$ cat config.mk
export PLATFORM = sky130hd
export DESIGN_NAME = sdram_arbiter_flat
export DESIGN_NICKNAME = d
export VERILOG_FILES = /design/src/rtl/sdram_arbiter_pkg.sv /design/src/rtl/sdram_arbiter_if.sv /design/src/rtl/sdram_arbiter_rr_pick.sv /design/src/rtl/sdram_arbiter.sv /design/src/flat_wrapper.sv
export SDC_FILE = /design/constraint.sdc
export NUM_CORES = 1
export LEC_CHECK = 0
export CAP_MARGIN = 5
export CORE_MARGIN = 4
export CORE_UTILIZATION = 30
export DETAILED_ROUTE_END_ITERATION = 6
export SLEW_MARGIN = 10
export SYNTH_ARGS = -nofsm -noshare
export SYNTH_HDL_FRONTEND = slang
export SYNTH_HIERARCHICAL = 1
export SYNTH_SLANG_ARGS = --single-unit
$ cat constraint.sdc
create_clock -name CLK -period 2.4 [get_ports CLK]
set_clock_uncertainty 0.2 [all_clocks]
set_input_delay 0.48 -clock CLK [delete_from_list [all_inputs] [get_ports CLK]]
set_output_delay 0.48 -clock CLK [all_outputs]
set_load 0.03 [all_outputs]
$ cat src/rtl/sdram_arbiter_pkg.sv
// ---------------------------------------------------------------------------
// sdram_arb_pkg
//   Shared definitions for the two-port SDRAM arbiter:
//     state_e          - arbiter FSM states (IDLE, ISSUE, DONE)
//     PORT_FETCH/MEM   - requester indices (0 = instruction fetch, 1 = MEM stage)
//     DEFAULT_*        - default parameter values for the arbiter
// ---------------------------------------------------------------------------
package sdram_arb_pkg;

   typedef enum logic [1:0] {
      IDLE  = 2'd0,
      ISSUE = 2'd1,
      DONE  = 2'd2
   } state_e;

   localparam logic PORT_FETCH = 1'b0;
   localparam logic PORT_MEM   = 1'b1;

   localparam int unsigned DEFAULT_AWIDTH  = 25;
   localparam int unsigned DEFAULT_TIMEOUT = 1024;

endpackage

$ cat src/rtl/sdram_arbiter_if.sv
// ---------------------------------------------------------------------------
// sdram_arbiter_if
//   Bundles the requester handshakes and the SDRAM controller port of the
//   arbiter.
//     pN_req/wr/addr/wr_data      - requester N command (level request)
//     pN_rd_data/ack/err          - requester N completion (one-cycle ack)
//     sdram_rd_req/wr_req/addr/wr_data - command to the SDRAM controller
//     sdram_rd_data/rd_ack/wr_ack      - completion from the SDRAM controller
//   Modports:
//     slave  - the arbiter
//     master - requesters plus SDRAM controller (environment side)
// ---------------------------------------------------------------------------
interface sdram_arbiter_if #(
   parameter int unsigned AWIDTH = 25
);
   logic              p0_req;
   logic              p0_wr;
   logic [AWIDTH-1:0] p0_addr;
   logic [31:0]       p0_wr_data;
   logic [31:0]       p0_rd_data;
   logic              p0_ack;
   logic              p0_err;

   logic              p1_req;
   logic              p1_wr;
   logic [AWIDTH-1:0] p1_addr;
   logic [31:0]       p1_wr_data;
   logic [31:0]       p1_rd_data;
   logic              p1_ack;
   logic              p1_err;

   logic              sdram_rd_req;
   logic              sdram_wr_req;
   logic [AWIDTH-1:0] sdram_addr;
   logic [31:0]       sdram_wr_data;
   logic [31:0]       sdram_rd_data;
   logic              sdram_rd_ack;
   logic              sdram_wr_ack;

   modport slave (
      input  p0_req, p0_wr, p0_addr, p0_wr_data,
      output p0_rd_data, p0_ack, p0_err,
      input  p1_req, p1_wr, p1_addr, p1_wr_data,
      output p1_rd_data, p1_ack, p1_err,
      output sdram_rd_req, sdram_wr_req, sdram_addr, sdram_wr_data,
      input  sdram_rd_data, sdram_rd_ack, sdram_wr_ack
   );

   modport master (
      output p0_req, p0_wr, p0_addr, p0_wr_data,
      input  p0_rd_data, p0_ack, p0_err,
      output p1_req, p1_wr, p1_addr, p1_wr_data,
      input  p1_rd_data, p1_ack, p1_err,
      input  sdram_rd_req, sdram_wr_req, sdram_addr, sdram_wr_data,
      output sdram_rd_data, sdram_rd_ack, sdram_wr_ack
   );

endinterface

$ cat src/rtl/sdram_arbiter_rr_pick.sv
// ---------------------------------------------------------------------------
// sdram_rr_pick
//   Combinational two-way round-robin selector.
//     req_i[1:0] - pending requests (bit N = port N)
//     last_i     - port granted by the previous transaction
//     valid_o    - at least one request pending
//     grant_o    - chosen port; on contention the port that did not go last
// ---------------------------------------------------------------------------
module sdram_rr_pick (
   input  logic [1:0] req_i,
   input  logic       last_i,
   output logic       valid_o,
   output logic       grant_o
);

   always_comb begin
      valid_o = |req_i;
      grant_o = 1'b0;
      if (req_i == 2'b11) begin
         grant_o = ~last_i;
      end else begin
         grant_o = req_i[1];
      end
   end

endmodule

$ cat src/rtl/sdram_arbiter.sv
// ---------------------------------------------------------------------------
// sdram_arbiter
//   Shares one SDRAM controller port between instruction fetch (port 0) and
//   MEM-stage data access (port 1). One transaction at a time, round-robin on
//   contention, with a watchdog that aborts unacknowledged transactions.
//   Ports:
//     CLK   - clock
//     RST_X - synchronous active-low reset
//     bus   - requester handshakes and SDRAM controller port (slave side)
//   Parameters:
//     AWIDTH  - SDRAM word address width
//     TIMEOUT - ISSUE cycles allowed before abort (>= 2)
// ---------------------------------------------------------------------------
module sdram_arbiter
   import sdram_arb_pkg::*;
#(
   parameter int unsigned AWIDTH  = DEFAULT_AWIDTH,
   parameter int unsigned TIMEOUT = DEFAULT_TIMEOUT
) (
   input  logic            CLK,
   input  logic            RST_X,
   sdram_arbiter_if.slave  bus
);

   localparam int unsigned    TW    = (TIMEOUT > 1) ? $clog2(TIMEOUT) : 1;
   localparam logic [TW-1:0]  TLAST = TW'(TIMEOUT - 1);

   state_e            state_q;
   logic              last_q;
   logic              gnt_q;
   logic              wr_q;
   logic [AWIDTH-1:0] addr_q;
   logic [31:0]       wdata_q;
   logic [TW-1:0]     timer_q;
   logic              rd_req_q;
   logic              wr_req_q;
   logic              ack0_q;
   logic              ack1_q;
   logic              err0_q;
   logic              err1_q;
   logic [31:0]       rd0_q;
   logic [31:0]       rd1_q;

   logic              pick_valid;
   logic              pick_grant;
   logic              sel_wr;
   logic [AWIDTH-1:0] sel_addr;
   logic [31:0]       sel_wdata;
   logic              ack_hit;
   logic              timeout_hit;

   sdram_rr_pick u_pick (
      .req_i   ({bus.p1_req, bus.p0_req}),
      .last_i  (last_q),
      .valid_o (pick_valid),
      .grant_o (pick_grant)
   );

   always_comb begin
      sel_wr    = pick_grant ? bus.p1_wr      : bus.p0_wr;
      sel_addr  = pick_grant ? bus.p1_addr    : bus.p0_addr;
      sel_wdata = pick_grant ? bus.p1_wr_data : bus.p0_wr_data;
      // Only the ack belonging to the latched operation counts.
      ack_hit     = wr_q ? bus.sdram_wr_ack : bus.sdram_rd_ack;
      timeout_hit = (timer_q == TLAST);
   end

   always_ff @(posedge CLK) begin
      if (!RST_X) begin
         state_q  <= IDLE;
         last_q   <= PORT_MEM;
         gnt_q    <= PORT_FETCH;
         wr_q     <= 1'b0;
         addr_q   <= '0;
         wdata_q  <= '0;
         timer_q  <= '0;
         rd_req_q <= 1'b0;
         wr_req_q <= 1'b0;
         ack0_q   <= 1'b0;
         ack1_q   <= 1'b0;
         err0_q   <= 1'b0;
         err1_q   <= 1'b0;
         rd0_q    <= '0;
         rd1_q    <= '0;
      end else begin
         unique case (state_q)
            IDLE: begin
               if (pick_valid) begin
                  gnt_q    <= pick_grant;
                  wr_q     <= sel_wr;
                  addr_q   <= sel_addr;
                  wdata_q  <= sel_wdata;
                  timer_q  <= '0;
                  rd_req_q <= ~sel_wr;
                  wr_req_q <= sel_wr;
                  state_q  <= ISSUE;
               end
            end
            ISSUE: begin
               // An ack on the final watchdog cycle still completes normally.
               if (ack_hit || timeout_hit) begin
                  rd_req_q <= 1'b0;
                  wr_req_q <= 1'b0;
                  state_q  <= DONE;
                  if (gnt_q == PORT_MEM) begin
                     ack1_q <= 1'b1;
                     err1_q <= ~ack_hit;
                     if (ack_hit && !wr_q) begin
                        rd1_q <= bus.sdram_rd_data;
                     end
                  end else begin
                     ack0_q <= 1'b1;
                     err0_q <= ~ack_hit;
                     if (ack_hit && !wr_q) begin
                        rd0_q <= bus.sdram_rd_data;
                     end
                  end
               end else begin
                  timer_q <= timer_q + TW'(1);
               end
            end
            DONE: begin
               ack0_q  <= 1'b0;
               ack1_q  <= 1'b0;
               err0_q  <= 1'b0;
               err1_q  <= 1'b0;
               last_q  <= gnt_q;
               state_q <= IDLE;
            end
            default: begin
               state_q <= IDLE;
            end
         endcase
      end
   end

   assign bus.sdram_rd_req  = rd_req_q;
   assign bus.sdram_wr_req  = wr_req_q;
   assign bus.sdram_addr    = addr_q;
   assign bus.sdram_wr_data = wdata_q;
   assign bus.p0_ack        = ack0_q;
   assign bus.p0_err        = err0_q;
   assign bus.p0_rd_data    = rd0_q;
   assign bus.p1_ack        = ack1_q;
   assign bus.p1_err        = err1_q;
   assign bus.p1_rd_data    = rd1_q;

endmodule

$ cat src/flat_wrapper.sv
// flat-port wrapper written by rule: the top's interface ports become plain ports
module sdram_arbiter_flat import sdram_arb_pkg::*;
#(
   parameter int unsigned AWIDTH  = DEFAULT_AWIDTH,
   parameter int unsigned TIMEOUT = DEFAULT_TIMEOUT
)
  (CLK, RST_X, bus_p0_req, bus_p0_wr, bus_p0_addr, bus_p0_wr_data, bus_p0_rd_data, bus_p0_ack, bus_p0_err, bus_p1_req, bus_p1_wr, bus_p1_addr, bus_p1_wr_data, bus_p1_rd_data, bus_p1_ack, bus_p1_err, bus_sdram_rd_req, bus_sdram_wr_req, bus_sdram_addr, bus_sdram_wr_data, bus_sdram_rd_data, bus_sdram_rd_ack, bus_sdram_wr_ack);
  sdram_arbiter_if #(.AWIDTH(AWIDTH)) bus_i ();
  input  logic CLK;
  input  logic RST_X;
  input wire logic [$bits(bus_i.p0_req)-1:0] bus_p0_req;
  input wire logic [$bits(bus_i.p0_wr)-1:0] bus_p0_wr;
  input wire logic [$bits(bus_i.p0_addr)-1:0] bus_p0_addr;
  input wire logic [$bits(bus_i.p0_wr_data)-1:0] bus_p0_wr_data;
  output wire logic [$bits(bus_i.p0_rd_data)-1:0] bus_p0_rd_data;
  output wire logic [$bits(bus_i.p0_ack)-1:0] bus_p0_ack;
  output wire logic [$bits(bus_i.p0_err)-1:0] bus_p0_err;
  input wire logic [$bits(bus_i.p1_req)-1:0] bus_p1_req;
  input wire logic [$bits(bus_i.p1_wr)-1:0] bus_p1_wr;
  input wire logic [$bits(bus_i.p1_addr)-1:0] bus_p1_addr;
  input wire logic [$bits(bus_i.p1_wr_data)-1:0] bus_p1_wr_data;
  output wire logic [$bits(bus_i.p1_rd_data)-1:0] bus_p1_rd_data;
  output wire logic [$bits(bus_i.p1_ack)-1:0] bus_p1_ack;
  output wire logic [$bits(bus_i.p1_err)-1:0] bus_p1_err;
  output wire logic [$bits(bus_i.sdram_rd_req)-1:0] bus_sdram_rd_req;
  output wire logic [$bits(bus_i.sdram_wr_req)-1:0] bus_sdram_wr_req;
  output wire logic [$bits(bus_i.sdram_addr)-1:0] bus_sdram_addr;
  output wire logic [$bits(bus_i.sdram_wr_data)-1:0] bus_sdram_wr_data;
  input wire logic [$bits(bus_i.sdram_rd_data)-1:0] bus_sdram_rd_data;
  input wire logic [$bits(bus_i.sdram_rd_ack)-1:0] bus_sdram_rd_ack;
  input wire logic [$bits(bus_i.sdram_wr_ack)-1:0] bus_sdram_wr_ack;
  assign bus_i.p0_req = bus_p0_req;
  assign bus_i.p0_wr = bus_p0_wr;
  assign bus_i.p0_addr = bus_p0_addr;
  assign bus_i.p0_wr_data = bus_p0_wr_data;
  assign bus_p0_rd_data = bus_i.p0_rd_data;
  assign bus_p0_ack = bus_i.p0_ack;
  assign bus_p0_err = bus_i.p0_err;
  assign bus_i.p1_req = bus_p1_req;
  assign bus_i.p1_wr = bus_p1_wr;
  assign bus_i.p1_addr = bus_p1_addr;
  assign bus_i.p1_wr_data = bus_p1_wr_data;
  assign bus_p1_rd_data = bus_i.p1_rd_data;
  assign bus_p1_ack = bus_i.p1_ack;
  assign bus_p1_err = bus_i.p1_err;
  assign bus_sdram_rd_req = bus_i.sdram_rd_req;
  assign bus_sdram_wr_req = bus_i.sdram_wr_req;
  assign bus_sdram_addr = bus_i.sdram_addr;
  assign bus_sdram_wr_data = bus_i.sdram_wr_data;
  assign bus_i.sdram_rd_data = bus_sdram_rd_data;
  assign bus_i.sdram_rd_ack = bus_sdram_rd_ack;
  assign bus_i.sdram_wr_ack = bus_sdram_wr_ack;
  sdram_arbiter #(.AWIDTH(AWIDTH), .TIMEOUT(TIMEOUT)) u_core (.CLK(CLK), .RST_X(RST_X), .bus(bus_i));
endmodule
==> flow_results.org, run 1 <==
** Run status
- The run finished with clean final reports.

** Synthesis
- After synthesis, the cell types taking the most area are dfxtp_1, mux2i_1, nand2_1, a211oi_1, a21oi_1.
- Yosys printed 6 warnings.
- Cell type contributing the most total cell area after synthesis :: dfxtp_1
- The average instance in the mapped netlist occupies 8.70 sq um.
- Number of synthesized flops with an enable pin :: 0
- For this run, the leading register cell type out of synthesis is dfxtp_1.
- Count of mapped cells out of synthesis :: 657
- Post-synthesis instance area :: 5720 sq um
- Sequential-to-total area share from yosys stat :: 49.7%
- Yosys cell types :: 41
- Total of flip-flops plus latches after synthesis :: 142
- Library cell with the highest instance count after synthesis :: nand2_1
- Syn nets :: 812
- Post-synth ARST share :: 0%
- The top cell type by area accounts for 49.7% of the synthesized area.
- Commonest cells in the synthesized netlist :: nand2_1, dfxtp_1, a21oi_1, nor2_1, mux2i_1

** CTS
- Max Root-Sink Buffers :: 2
- Later-pin clock latency in the skew report :: 410 ps
- The root buffer cell chosen for the clock tree is clkbuf_16.
- Once the clock tree was built, the resizer swapped 0 gates to a different size.
- Clock H-tree levels :: 4
- Clock slew at reported path FFs :: 60 ps
- TritonCTS built the clock tree.
- Num Clock Sinks :: 142
- Post-CTS Hold Fix Bufs :: 0
- Buffers inserted during post-CTS setup optimization :: 0
- Counting the buffers created by CTS gives 17.

** Critical path
- Critical path arrival :: 1490 ps
- Total number of cells along the worst setup path :: 1
- Worst setup endpoint :: bus_p1_ack
- Across all register-to-register paths, the minimum setup slack is 330 ps.
- Crit path max fanout :: 2
- List of cells traversed by the critical path :: clkdlybuf4s50_1
- The slowest stage of the critical path belongs to the cell clkdlybuf4s50_1.
- Critical path startpoint :: u_core/bus.p1_ack
- The largest single stage delay on the critical path is 730 ps.
- End of the worst register-to-register path :: u_core/timer_q[4]
- Data on the critical path is required at its endpoint by 1720 ps.
- STA classifies the critical path startpoint as a flop.
- Crit Path Category :: reg -> out
- Measured in cells, the most critical reg-to-reg path has a length of 5.
- Buf/Inv on CP :: 1
- The worst register-to-register path begins at u_core/timer_q[0].
- The kind of cell with the highest combined delay along the critical path is buffers and inverters.
- STA classifies the critical path endpoint as a primary output.

** Final layout
- Final design area excluding fillers :: 9410 sq um
- Filler instances :: 1,837
- The number of antenna diodes in the final layout is 0.
- The net count of the finished layout is 1,080.
- Fraction of layout cells with a size suffix above 1 :: 6.40%
- Area growth syn-to-layout :: 64.7%

** Timing
- The number of endpoints with negative hold slack in the final report is 0.
- Final critical-path required period :: 2170 ps
- The final count of pins violating max slew was 0.
- Hold Worst Slack :: 251 ps
- Worst Tran Pin Value :: 615 ps
- For the final routed database, the setup TNS stands at 0 ps.
- Upper clock frequency limit :: 462 MHz
- Setup violations remaining at the end of the flow were counted as 0.
- Measured against its own limit, the worst slew margin works out to 58.8%.
- The worst path uses 90.3% of the clock period.
- Unrepaired setup endpoints after global routing :: false

** Routing
- For this run, the detailed router's first-pass iteration total came to 4.
- After detailed routing, the average wire length per cell comes to 15.8 um.
- The detailed router placed 5,513 vias in this run.
- Count of unresolved DRC violations after routing :: 0
- Iteration-0 DRC count of the detailed router :: 171
- The routed design has 18,600 um of wire.
- Via/cell ratio :: 4.70
- Antenna-violating nets left :: 0

** Global route
- Initial antenna violation count :: 0
- The first global-routing pass estimated 29,100 um of wire.
- The total overflow left after global routing is 0.
- Number of global-route vias before repair :: 5,392
- Aggregate global-route resource usage :: 17.0%
- Pin count of the biggest net entering global routing :: 81

** Floorplan
- The die covers 21,300 sq um.
- Measured along the x axis, the die boundary spans 146 um.
- In this run the vertical extent of the chip is 146 um.
- Rows :: 50
- 281 I/O pins were placed.
- Core Footprint :: 18,700 sq um
- The initial utilization of the core area, before any placement, comes to 30.6%.

** Placement
- In this run the cell area measured after placement is 8830 sq um.
- Final Wtd Congestion :: 0.754
- Half-perimeter wire length after placement :: 13,600 um
- IO Port Bufs :: 280

** Pwr
- Peak supply drop :: 0.000479 V
- Power density over cell area :: 710 nW/um^2
- The completed layout was analyzed and its total power is 6.68 mW.
- Leakage power :: 3.39 nW

** Hold path
- Hold Crit Start :: u_core/bus.p1_rd_data[10]
- Hold WC Path Type :: reg -> reg

** Job
- The tool flagged a number of max-cap violations equal to 0.
==> logic make-up (layout without fill, tap and decap cells) <==
group | after synthesis | after routing | synth area share (%)
fa+ha+maj | 1 | 1 | 0.219
compound gates | 155 | 155 | 16.9
simple gates | 238 | 238 | 17.4
flops | 142 | 142 | 49.7
mux | 64 | 64 | 11.3
buf+inv | 57 | 338 | 4.55
==> routing by layer <==
layer | part of all wire, % | GRT usage (%) | vias to the layer above
li1 | - | - | 2815
met1 | 44 | 20.8 | 2463
met2 | 46 | 27.2 | 211
met3 | 8.7 | 6.98 | 24
met4 | 1.8 | 5.74 | 0
met5 | 0 | 0 | -
==> power breakdown <==
group          internal [mW]  switching [mW]
clock network           1.55            1.06
logic                  0.690           0.769
registers               2.52          0.0910
==> how the worst min path moves through the flow <==
stage                                endpoint  slack (ps)  cells past startpoint
floorplan                       u_core/last_q         250                      2
global placement     u_core/bus.p1_rd_data[8]         240                      2
detailed placement  u_core/bus.p0_rd_data[19]         250                      2
CTS                 u_core/bus.p1_rd_data[10]         250                      2
global route        u_core/bus.p0_rd_data[10]         270                      2
finish              u_core/bus.p1_rd_data[10]         250                      2
==> per-stage QoR <==
stage / instances / worst slack [ps] / util, %
3_5_place_dp: 1140 / -35.4 / 47.2
4_1_cts: 1172 / 178 / 50.3
2_1_floorplan: 657 / 561 / -
3_3_place_gp: 1140 / 11.6 / 47.2
6_report: 1172 / 234 / 50.3
5_1_grt: 1172 / 69.3 / 50.3
==> cells in the final DEF (no fill, tap or decap), types with 3 or more instances in the layout <==
cell type	n
a211oi_1	59
a21oi_1	69
a31oi_1	9
buf_12	7
buf_4	13
clkbuf_16	17
clkdlybuf4s50_1	280
clkinv_2	3
dfxtp_1	142
inv_1	5
inv_6	5
mux2i_1	62
nand2_1	143
nand2b_1	3
nand3_1	5
nand4_1	3
nor2_1	63
o211ai_1	3
o21ai_0	7
==> registers in the layout, indices dropped and copies added (netlist names), 2 cells and up <==
| signal | flops |
|---|---|
| u_core/bus.sdram_addr | 25 |
| u_core/bus.sdram_wr_data | 32 |
| u_core/bus.p1_rd_data | 32 |
| u_core/state_q | 2 |
| u_core/timer_q | 10 |
| u_core/bus.p0_rd_data | 32 |
==> area by class of cell <==
class | instances | area [sq um] | area share [%]
Multi-Input combinational cell | 458 | 2630 | 27.9
Tap cell | 234 | 293 | 3.11
Clock inverter | 14 | 155 | 1.65
Clock buffer | 18 | 429 | 4.56
Sequential cell | 142 | 2840 | 30.2
Inverter | 6 | 25.0 | 0.266
Timing Repair Buffer | 300 | 3040 | 32.3
(Power assumes the default switching activity.)
==> run 2, diff against run 1 <==
Settings changed: CTS_BUF_LIST set to sky130_fd_sc_hd__clkbuf_4 sky130_fd_sc_hd__clkbuf_8.
==> flow_results.org, run 2 (synthesis gave the netlist of run 1 again) <==
** Run status
- The flow ran to the end, and the final reports show no timing, DRC or antenna violations.

** Routing
- Avg WL per Cell :: 15.8 um (unchanged)
- The wire length on met2 came to 8440 um (about the same).
- Via/cell ratio :: 4.69 (-0.40%)
- Antenna-violating nets left :: 0 (unchanged)
- Via Count :: 5,491 (-0.40%)
- The wire length on met1 is 8160 um (+0.22%).
- The number of search-and-repair iterations in the first detailed-routing pass came to 4 (unchanged).
- Top metal layer carrying routed signals :: met4
- Iteration-0 DRC count of the detailed router :: 177 (+3.5%)
- The final routed DRC violation total was 0 (unchanged).
- Final routed wirelength across all metal layers :: 18,600 um (unchanged)
- The wire length on met3 was 1630 um (+0.86%).

** Critical path
- The maximum single-stage delay on the critical path came to 730 ps (about the same).
- The critical path depth came to 1 (unchanged).
- Crit path max fanout :: 2 (unchanged)
- Crit Path Category :: reg -> out
- Startpoint of the lowest-slack register-to-register path :: u_core/timer_q[0]
- List of cells traversed by the critical path :: clkdlybuf4s50_1
- Worst R2R Path Depth :: 5 (unchanged)
- CP Data Required Time :: 1720 ps (about the same)
- Kind of start point of the critical path :: flop
- The arrival time at the worst endpoint came to 1520 ps (+30 ps).
- Setup slack, reg-to-reg :: 310 ps (-20 ps)
- In this design, the largest share of critical-path delay is due to buffers and inverters.
- On the critical path, the stage with the largest delay is an instance of clkdlybuf4s50_1.
- The most critical setup path has its startpoint at u_core/bus.p1_ack.
- Worst Setup End Kind :: primary output
- The worst register-to-register path ends at u_core/timer_q[5].
- The critical path buffer and inverter count is 1 (unchanged).
- In this run the worst setup path terminates at bus_p1_ack.

** Floorplan
- The height of the die was 146 um (unchanged).
- The area inside the core boundary is 18,700 sq um (unchanged).
- The I/O pin count is 281 (unchanged).
- Initial Util :: 30.6% (unchanged)
- Rows :: 50 (unchanged)
- Horizontal die dimension :: 146 um (unchanged)
- Die outline area :: 21,300 sq um (unchanged)

** Pwr
- Leakage power :: 3.30 nW (-2.5%)
- Power density over cell area :: 651 nW/um^2 (-8.3%)
- The worst ir drop on vdd came to 0.000422 V (-12%).

** CTS
- Num Clock Sinks :: 142 (unchanged)
- Clock slew at reported path FFs :: 80 ps (+20 ps)
- Later-pin clock latency in the skew report :: 440 ps (+30 ps)
- The clock tree buffer depth is 2 (unchanged).
- The tree is rooted in a clkbuf_8.
- Clock H-tree levels :: 4 (unchanged)
- The total clock buffers created by CTS came to 17 (unchanged).
- TritonCTS built the clock tree.
- Post-CTS Hold Fix Bufs :: 0 (unchanged)
- The buffers inserted during post-CTS setup optimization is 0 (unchanged).
- The total of cells resized after clock tree synthesis is 0 (unchanged).

** Placement
- The final estimated routing congestion in global placement came to 0.754 (unchanged).
- Half-perimeter wire length after placement :: 13,600 um (unchanged)
- The number of buffer cells added on primary ports came to 280 (unchanged).
- Placed cells :: 1,140 (unchanged)
- The cell area reported after detailed placement was 8830 sq um (unchanged).

** Final layout
- Filler instances :: 1,861 (+1.3%)
- The utilization of the core after routing came to 49.3% (-1.0 points).
- The number of standard cells in the layout, taps in and fillers out came to 1,172 (unchanged).
- From synthesis to final layout, the design area changed by 61.4%.
- The net total in the final layout is 1,080 (unchanged).
- Most frequent cells in the layout :: clkdlybuf4s50_1, nand2_1, dfxtp_1
- ANT cells :: 0 (unchanged)
- Final design area excluding fillers :: 9230 sq um (-2.0%)
- The area taken by flip-flops and latches is 2840 sq um (unchanged).
- Most common cell after layout, fill and taps aside :: clkdlybuf4s50_1
- Total area of multi-input combinational cells :: 2630 sq um (unchanged)
- The share of post-route cells with drive strength above 1 came to 6.50% (+0.11 points).

** Timing
- The total negative setup slack came to 0 ps (unchanged).
- Fin crit share :: 91.6% (+1.3 points)
- The transition at the pin with the smallest max-transition slack was 619 ps (+3.45 ps).
- The final count of pins violating max slew was 0 (unchanged).
- The shortest period the worst path allows was 2200 ps (+31.9 ps).
- Final setup violation count :: 0 (unchanged)
- Unrepaired setup endpoints after global routing :: false
- The maximum clock rate is 455 MHz (-1.5%).
- The number of endpoints with negative hold slack in the final report came to 0 (unchanged).
- The worst slew margin relative to its limit came to 58.6% (-0.23 points).

** Global route
- Remaining global-route overflow :: 0 (unchanged)
- Initial antenna violation count :: 0 (unchanged)
- Wire length of the first global-routing pass :: 29,100 um (-0.17%)
- The overall fraction of global-route tracks in use came to 17.0% (-0.027 points).
- The pin count of the biggest net entering global routing was 81 (unchanged).
- The number of global-route vias before repair was 5,377 (-0.28%).

** Job
- Maxcap violations :: 0 (unchanged)

** Hold path
- Hold WC Path Type :: reg -> reg
run 2: changes by cell type in the layout (fill, tap and decap cells not counted):
| cell | change |
|---|---|
| clkbuf_16 | -17 |
| clkbuf_8 | +17 |
| clkbuf_1 | -1 |
| clkbuf_4 | +1 |
run 2: worst min path at each step:
stage | from | endpoint | cells past startpoint
after floorplan | u_core/last_q | u_core/last_q | 2
after global placement | u_core/bus.p1_rd_data[8] | u_core/bus.p1_rd_data[8] | 2
after detailed placement | u_core/bus.p0_rd_data[19] | u_core/bus.p0_rd_data[19] | 2
after CTS | u_core/bus.p0_rd_data[30] | u_core/bus.p0_rd_data[30] | 2
after global routing | u_core/bus.p0_rd_data[10] | u_core/bus.p0_rd_data[10] | 2
final | u_core/bus.p0_rd_data[22] | u_core/bus.p0_rd_data[22] | 2
run 2: final cells by class:
| cell class | count | share of cell area, % |
|---|---|---|
| clock inverter | 14 | 1.68 |
| timing repair buffer | 300 | 33.0 |
| inverter | 6 | 0.271 |
| tap | 234 | 3.17 |
| multi-input combinational | 458 | 28.5 |
| clock buffer | 18 | 2.62 |
| sequential | 142 | 30.8 |
run 2: per-stage QoR:
stage / setup WS (ps) / total power, mW / hold slack, ps
4_1_cts: 125 / 6.11 / 258
2_1_floorplan: 561 / 3.40 / 245
6_report: 202 / 6.01 / 255
3_3_place_gp: 11.6 / 4.13 / 241
3_5_place_dp: -35.4 / 4.14 / 246
5_1_grt: 65.2 / 6.31 / 276
run 2: routing by layer:
| layer | global-route usage (%) | vias to the layer above |
|---|---|---|
| met5 | 0 | - |
| met1 | 20.7 | 2448 |
| li1 | - | 2811 |
| met3 | 6.98 | 20 |
| met2 | 27.3 | 212 |
| met4 | 5.74 | 0 |
run 2: power by group:
| group | switching [mW] | internal (mW) | total, mW |
|---|---|---|---|
| sequential | 0.0912 | 2.52 | 2.61 |
| combinational | 0.769 | 0.690 | 1.46 |
| clock | 0.987 | 0.955 | 1.94 |
==> run 3, diff against run 2 <==
Settings changed: PLACE_DENSITY set to 0.66, SKIP_CTS_REPAIR_TIMING set to 1.
==> flow_results.org, run 3 (synthesis gave the netlist of run 1 again) <==
** Floorplan
- The area enclosed by the die boundary is 21,300 sq um (unchanged).
- Initial Util :: 30.6% (unchanged)
- The area inside the core boundary was 18,700 sq um (unchanged).
- Die extent in y :: 146 um (unchanged)
- The I/O pin count was 281 (unchanged).
- Horizontal die dimension :: 146 um (unchanged)
- The standard-cell row count was 50 (unchanged).

** Critical path
- Setup slack, reg-to-reg :: 350 ps (+40 ps)
- Crit path max fanout :: 2 (unchanged)
- CP Data Required Time :: 1720 ps (about the same)
- Worst R2R Path Depth :: 5 (unchanged)
- Kind of start point of the critical path :: flop
- The setup path with the least slack is of type reg -> out.
- Cell with the biggest individual delay on the critical path :: clkdlybuf4s50_1
- The worst setup path is captured at a primary output.
- End of the worst register-to-register path :: u_core/timer_q[6]
- Startpoint of the lowest-slack register-to-register path :: u_core/timer_q[1]
- The critical path buffer and inverter count was 1 (unchanged).
- List of cells traversed by the critical path :: clkdlybuf4s50_1
- The arrival time at the worst endpoint came to 1540 ps (+20 ps).
- The maximum single-stage delay on the critical path was 730 ps (about the same).
- Top cell family by delay on the critical path :: buffers and inverters

** Routing
- The via count of the routed design came to 5,555 (+1.2%).
- The number of search-and-repair iterations in the first detailed-routing pass is 4 (unchanged).
- Antenna-violating nets left :: 0 (unchanged)
- The average wire per standard cell was 15.3 um (-3.1%).
- Count of unresolved DRC violations after routing :: 0 (unchanged)
- The count of routing violations after the opening detailed-route iteration is 218 (+23%).
- The ratio of routed vias to standard cells was 4.72 (+0.65%).
- Final routed wirelength across all metal layers :: 18,100 um (-2.6%)

** Placement
- IO Port Bufs :: 280 (unchanged)
- The final estimated routing congestion in global placement came to 0.777 (+3.0%).
- The total placed cells including tap cells came to 1,146 (+0.53%).
- The cell area reported after detailed placement came to 8910 sq um (+0.94%).
- The detailed placement HPWL is 13,600 um (about the same).

** Pwr
- Leakage power :: 3.35 nW (+1.4%)
- The worst ir drop on vdd is 0.000285 V (-33%).
- The power density relative to cell area is 655 nW/um^2 (+0.52%).

** Final layout
- The net total in the final layout was 1,086 (+0.56%).
- Final design area excluding fillers :: 9330 sq um (+1.1%)
- The library cell used most frequently in the layout, excluding fill and tap cells, is clkdlybuf4s50_1.
- Most frequent cells in the layout :: clkdlybuf4s50_1, nand2_1, dfxtp_1
- The area growth from synthesis to layout is 63.2%.
- Fraction of layout cells with a size suffix above 1 :: 7.10% (+0.59 points)
- ANT cells :: 0 (unchanged)
- Final non-filler cell total :: 1,178 (+0.51%)

** Hold path
- In this run the worst hold path is classified as reg -> reg.
- In this run the most critical hold path is launched from u_core/bus.p1_rd_data[0].
- The worst hold path terminates at u_core/bus.p1_rd_data[0].
- The hold-critical path depth came to 2 (unchanged).

** CTS
- Later-pin clock latency in the skew report :: 440 ps (about the same)
- Clock tree synthesis selected as its root buffer the cell clkbuf_8.
- Clock slew at reported path FFs :: 90 ps (about the same)
- CTS tree :: yes
- The number of clock sinks is 142 (unchanged).
- Max Root-Sink Buffers :: 2 (unchanged)
- Clock H-tree levels :: 4 (unchanged)
- The total clock buffers created by CTS came to 17 (unchanged).

** Timing
- The share of the cycle needed by the critical path after routing came to 92.6% (+0.99 points).
- Final setup violation count :: 0 (unchanged)
- The final count of pins violating max slew was 0 (unchanged).
- Setup repair after global routing left no endpoint under its margin.
- The worst hold slack came to 254 ps (-0.585 ps).
- The number of endpoints with negative hold slack in the final report came to 0 (unchanged).
- Final critical-path required period :: 2220 ps (+23.7 ps)
- The transition at the pin with the smallest max-transition slack came to 575 ps (-43.5 ps).
- Worst slew margin :: 61.5% (+2.9 points)
- Upper clock frequency limit :: 450 MHz (-1.1%)

** Global route
- Aggregate global-route resource usage :: 16.4% (-0.54 points)
- The first-pass GRT wire length came to 28,200 um (-2.8%).
- The number of antenna violations at the first check in global routing was 0 (unchanged).
- The number of global-route vias before repair came to 5,289 (-1.6%).
- Remaining global-route overflow :: 0 (unchanged)
- The pin count of the biggest net entering global routing was 55 (-32%).

** Run status
- The run finished with clean final reports.

** Job
- Maxcap violations :: 0 (unchanged)
==> run 3: report_power, final <==
| part | internal, mW | switching [mW] | total (mW) |
|---|---|---|---|
| sequential | 2.52 | 0.0909 | 2.61 |
| clock | 0.981 | 1.03 | 2.01 |
| combinational | 0.714 | 0.774 | 1.49 |
==> run 3: how the worst max path moves through the flow <==
stage / startpoint / end / slack, ps / cells past startpoint
5_1_grt: u_core/bus.p1_ack / bus_p1_ack / 90 / 1
4_1_cts: u_core/bus.p1_ack / bus_p1_ack / 120 / 1
3_5_place_dp: bus_p0_req / u_core/timer_q[6] / -50 / 5
3_3_place_gp: bus_p0_req / u_core/timer_q[6] / -40 / 5
2_1_floorplan: bus_p1_req / u_core/bus.sdram_addr[15] / 560 / 6
6_report: u_core/bus.p1_ack / bus_p1_ack / 180 / 1
==> run 3: final cells by class <==
| class | instances | area (sq um) |
|---|---|---|
| fillers | 1797 | 9380 |
| flip-flops and latches | 142 | 2840 |
| well taps | 234 | 293 |
| inverters | 6 | 25.0 |
| multi-input cells | 458 | 2630 |
| clock buffers | 18 | 241 |
| clock inverters | 14 | 173 |
| repair buffers | 306 | 3120 |
==> run 3: metrics by stage <==
stage	util [%]	power [mW]	setup TNS [ps]	setup slack (ps)
6_report	49.9	6.11	0	178
3_5_place_dp	47.6	4.17	-215	-48.9
5_1_grt	49.9	6.40	0	89.8
3_3_place_gp	47.6	4.16	-163	-40.5
4_1_cts	49.9	6.19	0	121
2_1_floorplan	-	3.40	0	561
==> run 3: per-layer routing <==
| metal | GRT usage, % | wire [um] | vias to the layer above |
|---|---|---|---|
| li1 | - | - | 2832 |
| met1 | 20.4 | 7780 | 2475 |
| met2 | 26.9 | 8390 | 233 |
| met3 | 6.33 | 1670 | 15 |
| met4 | 4.42 | 221 | 0 |
| met5 | 0 | 0 | - |
